$ cat src/rtl/mux_rr_arbiter_pkg.sv
// Shared encodings for the round-robin 2:1 mux arbiter: FSM states and select values.
package mux_rr_arbiter_pkg;

  typedef enum logic [1:0] {
    ST_IDLE  = 2'd0,
    ST_OWN_A = 2'd1,
    ST_OWN_B = 2'd2
  } state_t;

  localparam logic SEL_A = 1'b0;
  localparam logic SEL_B = 1'b1;

endpackage

$ cat src/rtl/mux_rr_arbiter_mux2_w.sv
// Parameterised-width 2:1 mux; sel=0 picks a, sel=1 picks b.
module mux2_w #(
  parameter int WIDTH = 8
) (
  input  logic [WIDTH-1:0] a,
  input  logic [WIDTH-1:0] b,
  input  logic             sel,
  output logic [WIDTH-1:0] out
);

  assign out = sel ? b : a;

endmodule

$ cat src/rtl/mux_rr_arbiter.sv
// Round-robin arbiter sharing one 2:1 data mux between requesters A and B,
// with burst-limited tenure while the other side waits.
module mux_rr_arbiter
  import mux_rr_arbiter_pkg::*;
#(
  parameter int WIDTH     = 8,
  parameter int MAX_BURST = 4,
  parameter int CNT_W     = 3
) (
  input  logic             clk,
  input  logic             rst,
  input  logic             req_a,
  input  logic [WIDTH-1:0] data_a,
  input  logic             req_b,
  input  logic [WIDTH-1:0] data_b,
  input  logic             out_ready,
  output logic             out_valid,
  output logic [WIDTH-1:0] out_data,
  output logic             sel,
  output logic             gnt_a,
  output logic             gnt_b
);

  localparam logic [CNT_W-1:0] CNT_MAX = CNT_W'(MAX_BURST);
  localparam logic [CNT_W-1:0] CNT_LIM = CNT_W'(MAX_BURST - 1);

  state_t           state, state_nxt;
  logic [CNT_W-1:0] cnt;
  logic             last;
  logic             beat;
  logic             at_limit;
  logic             chg;

  assign gnt_a     = (state == ST_OWN_A);
  assign gnt_b     = (state == ST_OWN_B);
  assign out_valid = (gnt_a & req_a) | (gnt_b & req_b);
  assign beat      = out_valid & out_ready;
  // >= rather than == so a saturated counter still yields once the other side shows up
  assign at_limit  = beat & (cnt >= CNT_LIM);
  assign chg       = (state_nxt != state);

  always_comb begin
    state_nxt = state;
    case (state)
      ST_IDLE: begin
        if (req_a && req_b)  state_nxt = (last == SEL_B) ? ST_OWN_A : ST_OWN_B;
        else if (req_a)      state_nxt = ST_OWN_A;
        else if (req_b)      state_nxt = ST_OWN_B;
      end
      ST_OWN_A: begin
        if (!req_a)                state_nxt = req_b ? ST_OWN_B : ST_IDLE;
        else if (at_limit && req_b) state_nxt = ST_OWN_B;
      end
      ST_OWN_B: begin
        if (!req_b)                state_nxt = req_a ? ST_OWN_A : ST_IDLE;
        else if (at_limit && req_a) state_nxt = ST_OWN_A;
      end
      default: state_nxt = ST_IDLE;
    endcase
  end

  always_ff @(posedge clk or posedge rst) begin
    if (rst) begin
      state <= ST_IDLE;
      cnt   <= '0;
      last  <= SEL_B;
      sel   <= SEL_A;
    end else begin
      state <= state_nxt;
      if (chg) begin
        cnt <= '0;
        if (state == ST_OWN_A)          last <= SEL_A;
        else if (state == ST_OWN_B)     last <= SEL_B;
        // sel follows the new owner and holds through idle
        if (state_nxt == ST_OWN_A)      sel <= SEL_A;
        else if (state_nxt == ST_OWN_B) sel <= SEL_B;
      end else if (beat && (cnt != CNT_MAX)) begin
        cnt <= cnt + CNT_W'(1);
      end
    end
  end

  mux2_w #(.WIDTH(WIDTH)) u_mux (
    .a   (data_a),
    .b   (data_b),
    .sel (sel),
    .out (out_data)
  );

endmodule

$ cat config.mk
export PLATFORM = sky130hd
export DESIGN_NAME = mux_rr_arbiter
export DESIGN_NICKNAME = d
export VERILOG_FILES = /design/src/rtl/mux_rr_arbiter_pkg.sv /design/src/rtl/mux_rr_arbiter_mux2_w.sv /design/src/rtl/mux_rr_arbiter.sv
export SDC_FILE = /design/constraint.sdc
export NUM_CORES = 1
export LEC_CHECK = 0
export ABC_CLOCK_PERIOD_IN_PS = 2800
export BUFFER_PORTS_ARGS = -buffer_cell sky130_fd_sc_hd__buf_4
export CORE_MARGIN = 1
export CORE_UTILIZATION = 47
export DETAILED_ROUTE_END_ITERATION = 16
export PLACE_DENSITY_LB_ADDON = 0.05
export SYNTH_ARGS = -nofsm -noshare
export SYNTH_HDL_FRONTEND = slang
export SYNTH_SLANG_ARGS = --single-unit
export TNS_END_PERCENT = 30
$ cat constraint.sdc
create_clock -name clk -period 2.8 [get_ports clk]
set_input_delay 0 -clock clk [delete_from_list [all_inputs] [get_ports clk]]
set_output_delay 0 -clock clk [all_outputs]
set_load 0.005 [all_outputs]
==> results of run 1 <==
-- registers in the layout (all words and copies together), names as in the netlist --
register  flops
last          1
sel           1
cnt           3
state         2
-- routing by layer --
layer,global-route usage,vias to the layer above
met5,0,-
li1,-,403
met3,0.0298,0
met2,0.379,35
met4,0.0364,0
met1,0.271,358
-- final timing paths --
kind,start,endpoint,slack [ns],cells past startpoint
worst max-delay path,cnt[1]$_DFFE_PP0P_,sel$_DFFE_PP0P_,0.30,10
worst min-delay path,out_ready,state[1]$_DFF_PP0_,0.19,4
worst max register to register,cnt[1]$_DFFE_PP0P_,sel$_DFFE_PP0P_,0.30,10
worst min register to register,last$_DFFE_PP1P_,last$_DFFE_PP1P_,0.53,2
max in group asynchronous,rst,last$_DFFE_PP1P_,2.27,3
min in group asynchronous,rst,sel$_DFFE_PP0P_,0.26,3
-- timing repair --
action / in CTS / in global routing
endpoints found under the hold margin: 7 / 0
resized for setup: 0 / 0
hold buffers: 1 / 0
-- layout make-up --
cell class,instances,area [um2],share of cell area
Sequential cell,7,176,0.166
Tap cell,16,20.0,0.0188
Timing Repair Buffer,33,250,0.235
Clock buffer,4,26.3,0.0247
Inverter,10,37.5,0.0353
Multi-Input combinational cell,71,553,0.520
-- power breakdown --
part | switching, mW | internal [mW] | total [mW]
combinational | 0.230 | 0.270 | 0.500
clock | 0.0337 | 0.0542 | 0.0879
sequential | 0.0632 | 0.134 | 0.198
total | 0.327 | 0.458 | 0.786
-- worst reg2reg max path, stage by stage, from the launching register on --
cell and delay (ns):
dfrtp_1 0.42, ha_1 0.20, ha_1 0.19, a211oi_1 0.32, o21ai_0 0.12, a22o_1 0.19
a222oi_1 0.26, nor2_1 0.10, ha_1 0.29, a21oi_1 0.15, mux2i_1 0.19
-- placed cells by master (no fill, tap or decap), types with 2 or more instances in the layout --
cell        n
o21ai_0     5
nor2_1      4
nand4bb_1   2
nand3_1     2
clkbuf_4    3
mux2i_1     3
nor2b_1     3
nand2b_1    3
dfrtp_1     6
inv_1      10
mux2_2      8
buf_4      32
a22o_1      2
a21oi_1     3
a31oi_1     3
a211oi_1    2
nand2_1    10
ha_1        8
-- cells by family after synthesis --
family                   after synthesis  share of synthesized area
flip-flops                             7                      0.223
XOR/XNOR                               1                     0.0111
AND/OR/NAND/NOR                       26                      0.178
multiplexers                          11                      0.152
buffers and inverters                 13                     0.0761
AO/OA/AOI/OAI                         25                      0.233
adder cells (fa/ha/maj)                8                      0.127
==> metrics.csv, run 1 <==
metric;value;unit
status;finished, final reports clean;
drt wl/cell;12.9;um
WP buf/inv;0;
max layer used;met3;
Clk Latency, worst-skew pair;0.24;ns
Final Power;786;uW
met3 WL;114;um
slew margin rel.;0.759;
pre-CTS WS;0.298;ns
Worst Skew;0.000655;ns
Finished Layout Cells;141;
fmax;401;MHz
CP required;2.97;ns
CTS sink cnt;7;
vias in the first global route;723;
syn nets;120;
Min-Delay Path Class;in2reg;
Ys Warns;0;
fillers;130;
vias;796;
worst path arrival time;2.66;ns
worst-path fanout max;5;
Final setup viols;0;
Fin. Hold Viols;0;
largest net degree at the start of global routing;14;
DRT antenna net count;0;
initial drt markers;19;
post-synthesis sequential area ratio;0.223;
root buf cell;clkbuf_4;
Placer Congestion;0.838;
startpoint types;register;
delay-heaviest family, CP;compound AO/OA/AOI/OAI gates;
post-synthesis instance area;790;um2
Vias/cell;5.65;
Initial Util;0.512;
1st-pass router iterations;4;
IO Count;33;
first-pass GRT wire length;3050;um
Max Cap Viol;0;
grt ovf;0;
Nets;155;
Final Critical Period;2.50;ns
I/O Buffers;32;
clock tree buffer depth;2;
total track usage;0.211;
Routed WL;1820;um
FF+latch count, synth;7;
total CTS buffers;3;
async set-reset flop share out of synthesis;1.00;
met2 WL;910;um
CP Class;reg2reg;
H-tree Lvls;1;
Residual DRC;0;
die width;43.0;um
CTS tree;done;
Yosys cell types;33;
hold slack;0.186;ns
CP max stage cell;dfrtp_1;
VDD IR max;0.000489;V
Clk pin slew, worst setup/hold paths;0.05;ns
postcts setup bufs;0;
area leader, netlist;dfrtp_1;
Lkg Pwr;0.525;nW
Most common cell on crit path;ha_1;
Mapped Cells;91;
full die area;1850;um2
final core utilization;0.690;
CP Cell Sequence;ha_1, ha_1, a211oi_1, o21ai_0, a22o_1, a222oi_1, nor2_1, ha_1, a21oi_1, mux2i_1;
chip height;43.0;um
initial antenna violation count;0;
Synth Area per Inst;8.68;um2
Post-synth EDFFs;0;
RSZ-0062 raised after global routing;false;
Worst Max-Slew Pin Slew;0.361;ns
share of cells above drive strength 1;0.384;
worst setup margin;0.303;ns
Post-synth top cells;inv_1, nand2_1, ha_1, mux2_2, dfrtp_1;
Area Overhead vs Synth;34.7;%
setup TNS;0;ns
hpwl dp;1470;um
Main synth FF type;dfrtp_1;
Max Slew Vio Count;0;
wire length on met1;798;um
diodes inserted;0;
fin crit share;0.892;
slowest stage delay, CP;0.42;ns
final instance area;1060;um2
Placeable Area;1540;um2
Yosys top cell area share;0.190;
Post-DP Area;1030;um2
placed insts;136;
top post-synthesis cells by area;dfrtp_1, ha_1, mux2_2;
Critical Path End Type;register;
Placement Rows;14;
PwrDens;739;nW/um2
Power figures use the tool's default switching activity.
==> inputs of run 2 (changes only) <==
--- a/config.mk
+++ b/config.mk
@@ -5,10 +5,11 @@
 export SDC_FILE = /design/constraint.sdc
 export NUM_CORES = 1
 export LEC_CHECK = 0
+export ABC_AREA = 1
 export ABC_CLOCK_PERIOD_IN_PS = 2800
 export BUFFER_PORTS_ARGS = -buffer_cell sky130_fd_sc_hd__buf_4
 export CORE_MARGIN = 1
-export CORE_UTILIZATION = 47
+export CORE_UTILIZATION = 45
 export DETAILED_ROUTE_END_ITERATION = 16
 export PLACE_DENSITY_LB_ADDON = 0.05
 export SYNTH_ARGS = -nofsm -noshare
==> metrics.csv, run 2 <==
metric;value;unit
initial antenna violation count;0;
RSZ-0062 raised after global routing;false;
syn nets;124;
commonest non-fill, non-tap cells in the layout;buf_4, nand2_1, inv_1, nor2_1;
Post-synth top cells;nand2_1, inv_1, nor2_1;
grt ovf;0;
Main synth FF type;dfrtp_1;
Initial Util;0.481;
hpwl dp;1340;um
most instantiated library cell after synthesis;nand2_1;
total track usage;0.225;
slowest stage delay, CP;0.44;ns
Worst Max-Slew Pin Slew;0.358;ns
Fin. Hold Viols;0;
PwrDens;839;nW/um2
worst path arrival time;2.29;ns
initial drt markers;11;
top post-synthesis cells by area;dfrtp_1, ha_1, mux2_2;
post-synthesis sequential area ratio;0.247;
fin crit share;0.769;
Clk Latency, worst-skew pair;0.25;ns
status;finished, final reports clean;
CTS sink cnt;7;
full die area;1750;um2
largest net degree at the start of global routing;11;
Nets;161;
die width;41.9;um
I/O Buffers;32;
Final setup viols;0;
1st-pass router iterations;4;
area leader, netlist;dfrtp_1;
Placeable Area;1490;um2
setup TNS;0;ns
Synth Area per Inst;7.53;um2
Final Critical Period;2.15;ns
share of cells above drive strength 1;0.420;
Vias/cell;5.00;
post-synthesis instance area;716;um2
H-tree Lvls;1;
Worst Skew;0.00103;ns
diodes inserted;0;
Yosys cell types;17;
Mapped Cells;95;
most flop-heavy register;cnt;
Most common cell on crit path;nand2_1;
Residual DRC;0;
Final Power;838;uW
CP Class;reg2reg;
FF+latch count, synth;7;
Post-synth EDFFs;0;
CP required;2.94;ns
chip height;41.9;um
root buf cell;clkbuf_4;
CP Cell Sequence;inv_1, ha_1, nand2_2, nand2_4, nand4_1, a21oi_1, nand2_1, nand2_1, inv_1, ha_1, inv_1, nand2_1, nand2_1, nand2_1;
first-pass GRT wire length;2970;um
VDD IR max;0.000830;V
Min-Delay Path Class;in2reg;
worst-path fanout max;6;
Critical Path End Type;register;
Routed WL;1660;um
clock tree buffer depth;2;
CP max stage cell;dfrtp_1;
Yosys top cell area share;0.210;
slew margin rel.;0.761;
max FFs per register;3;
largest registers;cnt (3), state (2);
Ys Warns;0;
IO Count;33;
async set-reset flop share out of synthesis;1.00;
startpoint types;register;
Clk pin slew, worst setup/hold paths;0.05;ns
Placement Rows;14;
total CTS buffers;3;
CTS tree;done;
vias;735;
Max Cap Viol;0;
vias in the first global route;707;
Area Overhead vs Synth;39.5;%
Max Slew Vio Count;0;
DRT antenna net count;0;
drt wl/cell;11.3;um
postcts setup bufs;0;
fmax;465;MHz
commonest non-fill, non-tap cell in the layout;buf_4;
Placer Congestion;0.799;
Lkg Pwr;0.539;nW
## run 2: cell types whose count changed after synthesis, moves of 5 or more
cell,previous run,this run
nor2_1,4,9
nand2_2,0,6
nand2_1,10,23
o21ai_0,5,0
inv_1,10,15
## run 2: kinds of logic after synthesis
logic type | after synthesis | synth area share
XOR/XNOR | 1 | 0.0122
buffers and inverters | 16 | 0.0979
multiplexers | 8 | 0.126
AO/OA/AOI/OAI | 6 | 0.0559
flip-flops | 7 | 0.247
AND/OR/NAND/NOR | 49 | 0.322
adder cells (fa/ha/maj) | 8 | 0.140
## run 2: stage by stage
| stage | util | hold WS (ns) | cells | setup WS, ns | instance area [um2] |
|---|---|---|---|---|---|
| final | 0.671 | 0.0644 | 147 | 0.647 | 998 |
| after detailed placement | 0.646 | -0.0510 | 142 | 0.658 | 962 |
| after global placement | 0.646 | -0.0523 | 142 | 0.727 | 962 |
| after global routing | 0.671 | 0.0599 | 147 | 0.436 | 998 |
| after floorplan | - | -0.197 | 95 | 0.895 | 716 |
| after CTS | 0.671 | 0.0521 | 147 | 0.647 | 998 |
## run 2: area by class of cell
type                    count  area (um2)
repair buffers             33         250
inverters                  15        56.3
well taps                  16        20.0
flip-flops and latches      7         176
clock buffers               4        26.3
multi-input cells          72         469
fillers                   134         490
## run 2: per-layer routing
layer	GRT usage	wire [um]	up-vias
li1	-	-	374
met4	0.0968	17	0
met1	0.268	676	336
met2	0.372	886	23
met5	0	0	-
met3	0.0652	79	2
## run 2: timing repair
item,in CTS,in global routing
hold buffers,1,0
gates resized for setup,0,0
hold endpoints to repair,7,0
## run 2: path summary, 6_finish.rpt
| check | startpoint | end | slack [ns] | cells after the start |
|---|---|---|---|---|
| worst min-delay path | out_ready | cnt[1]$_DFFE_PP0P_ | 0.06 | 3 |
| worst max-delay path | state[1]$_DFF_PP0_ | sel$_DFFE_PP0P_ | 0.65 | 14 |
| max in group asynchronous | rst | last$_DFFE_PP1P_ | 2.29 | 3 |
| worst max register to register | state[1]$_DFF_PP0_ | sel$_DFFE_PP0P_ | 0.65 | 14 |
| min in group asynchronous | rst | cnt[0]$_DFFE_PP0P_ | 0.24 | 3 |
| worst min register to register | last$_DFFE_PP1P_ | last$_DFFE_PP1P_ | 0.46 | 2 |
## run 2: power by group
part,total (mW),internal [mW],switching (mW)
clock,0.0910,0.0543,0.0366
sequential,0.194,0.142,0.0527
combinational,0.553,0.263,0.290
total,0.838,0.459,0.379
## run 2: worst max-delay path: cells and delay by family (launching register included)
family                     cells  cell delay [ns]
adders and majority gates      2             0.52
buffers and inverters          3             0.32
DFF                            1             0.44
and+or+nand+nor                8             0.61
AOI/OAI and AO/OA              1             0.14
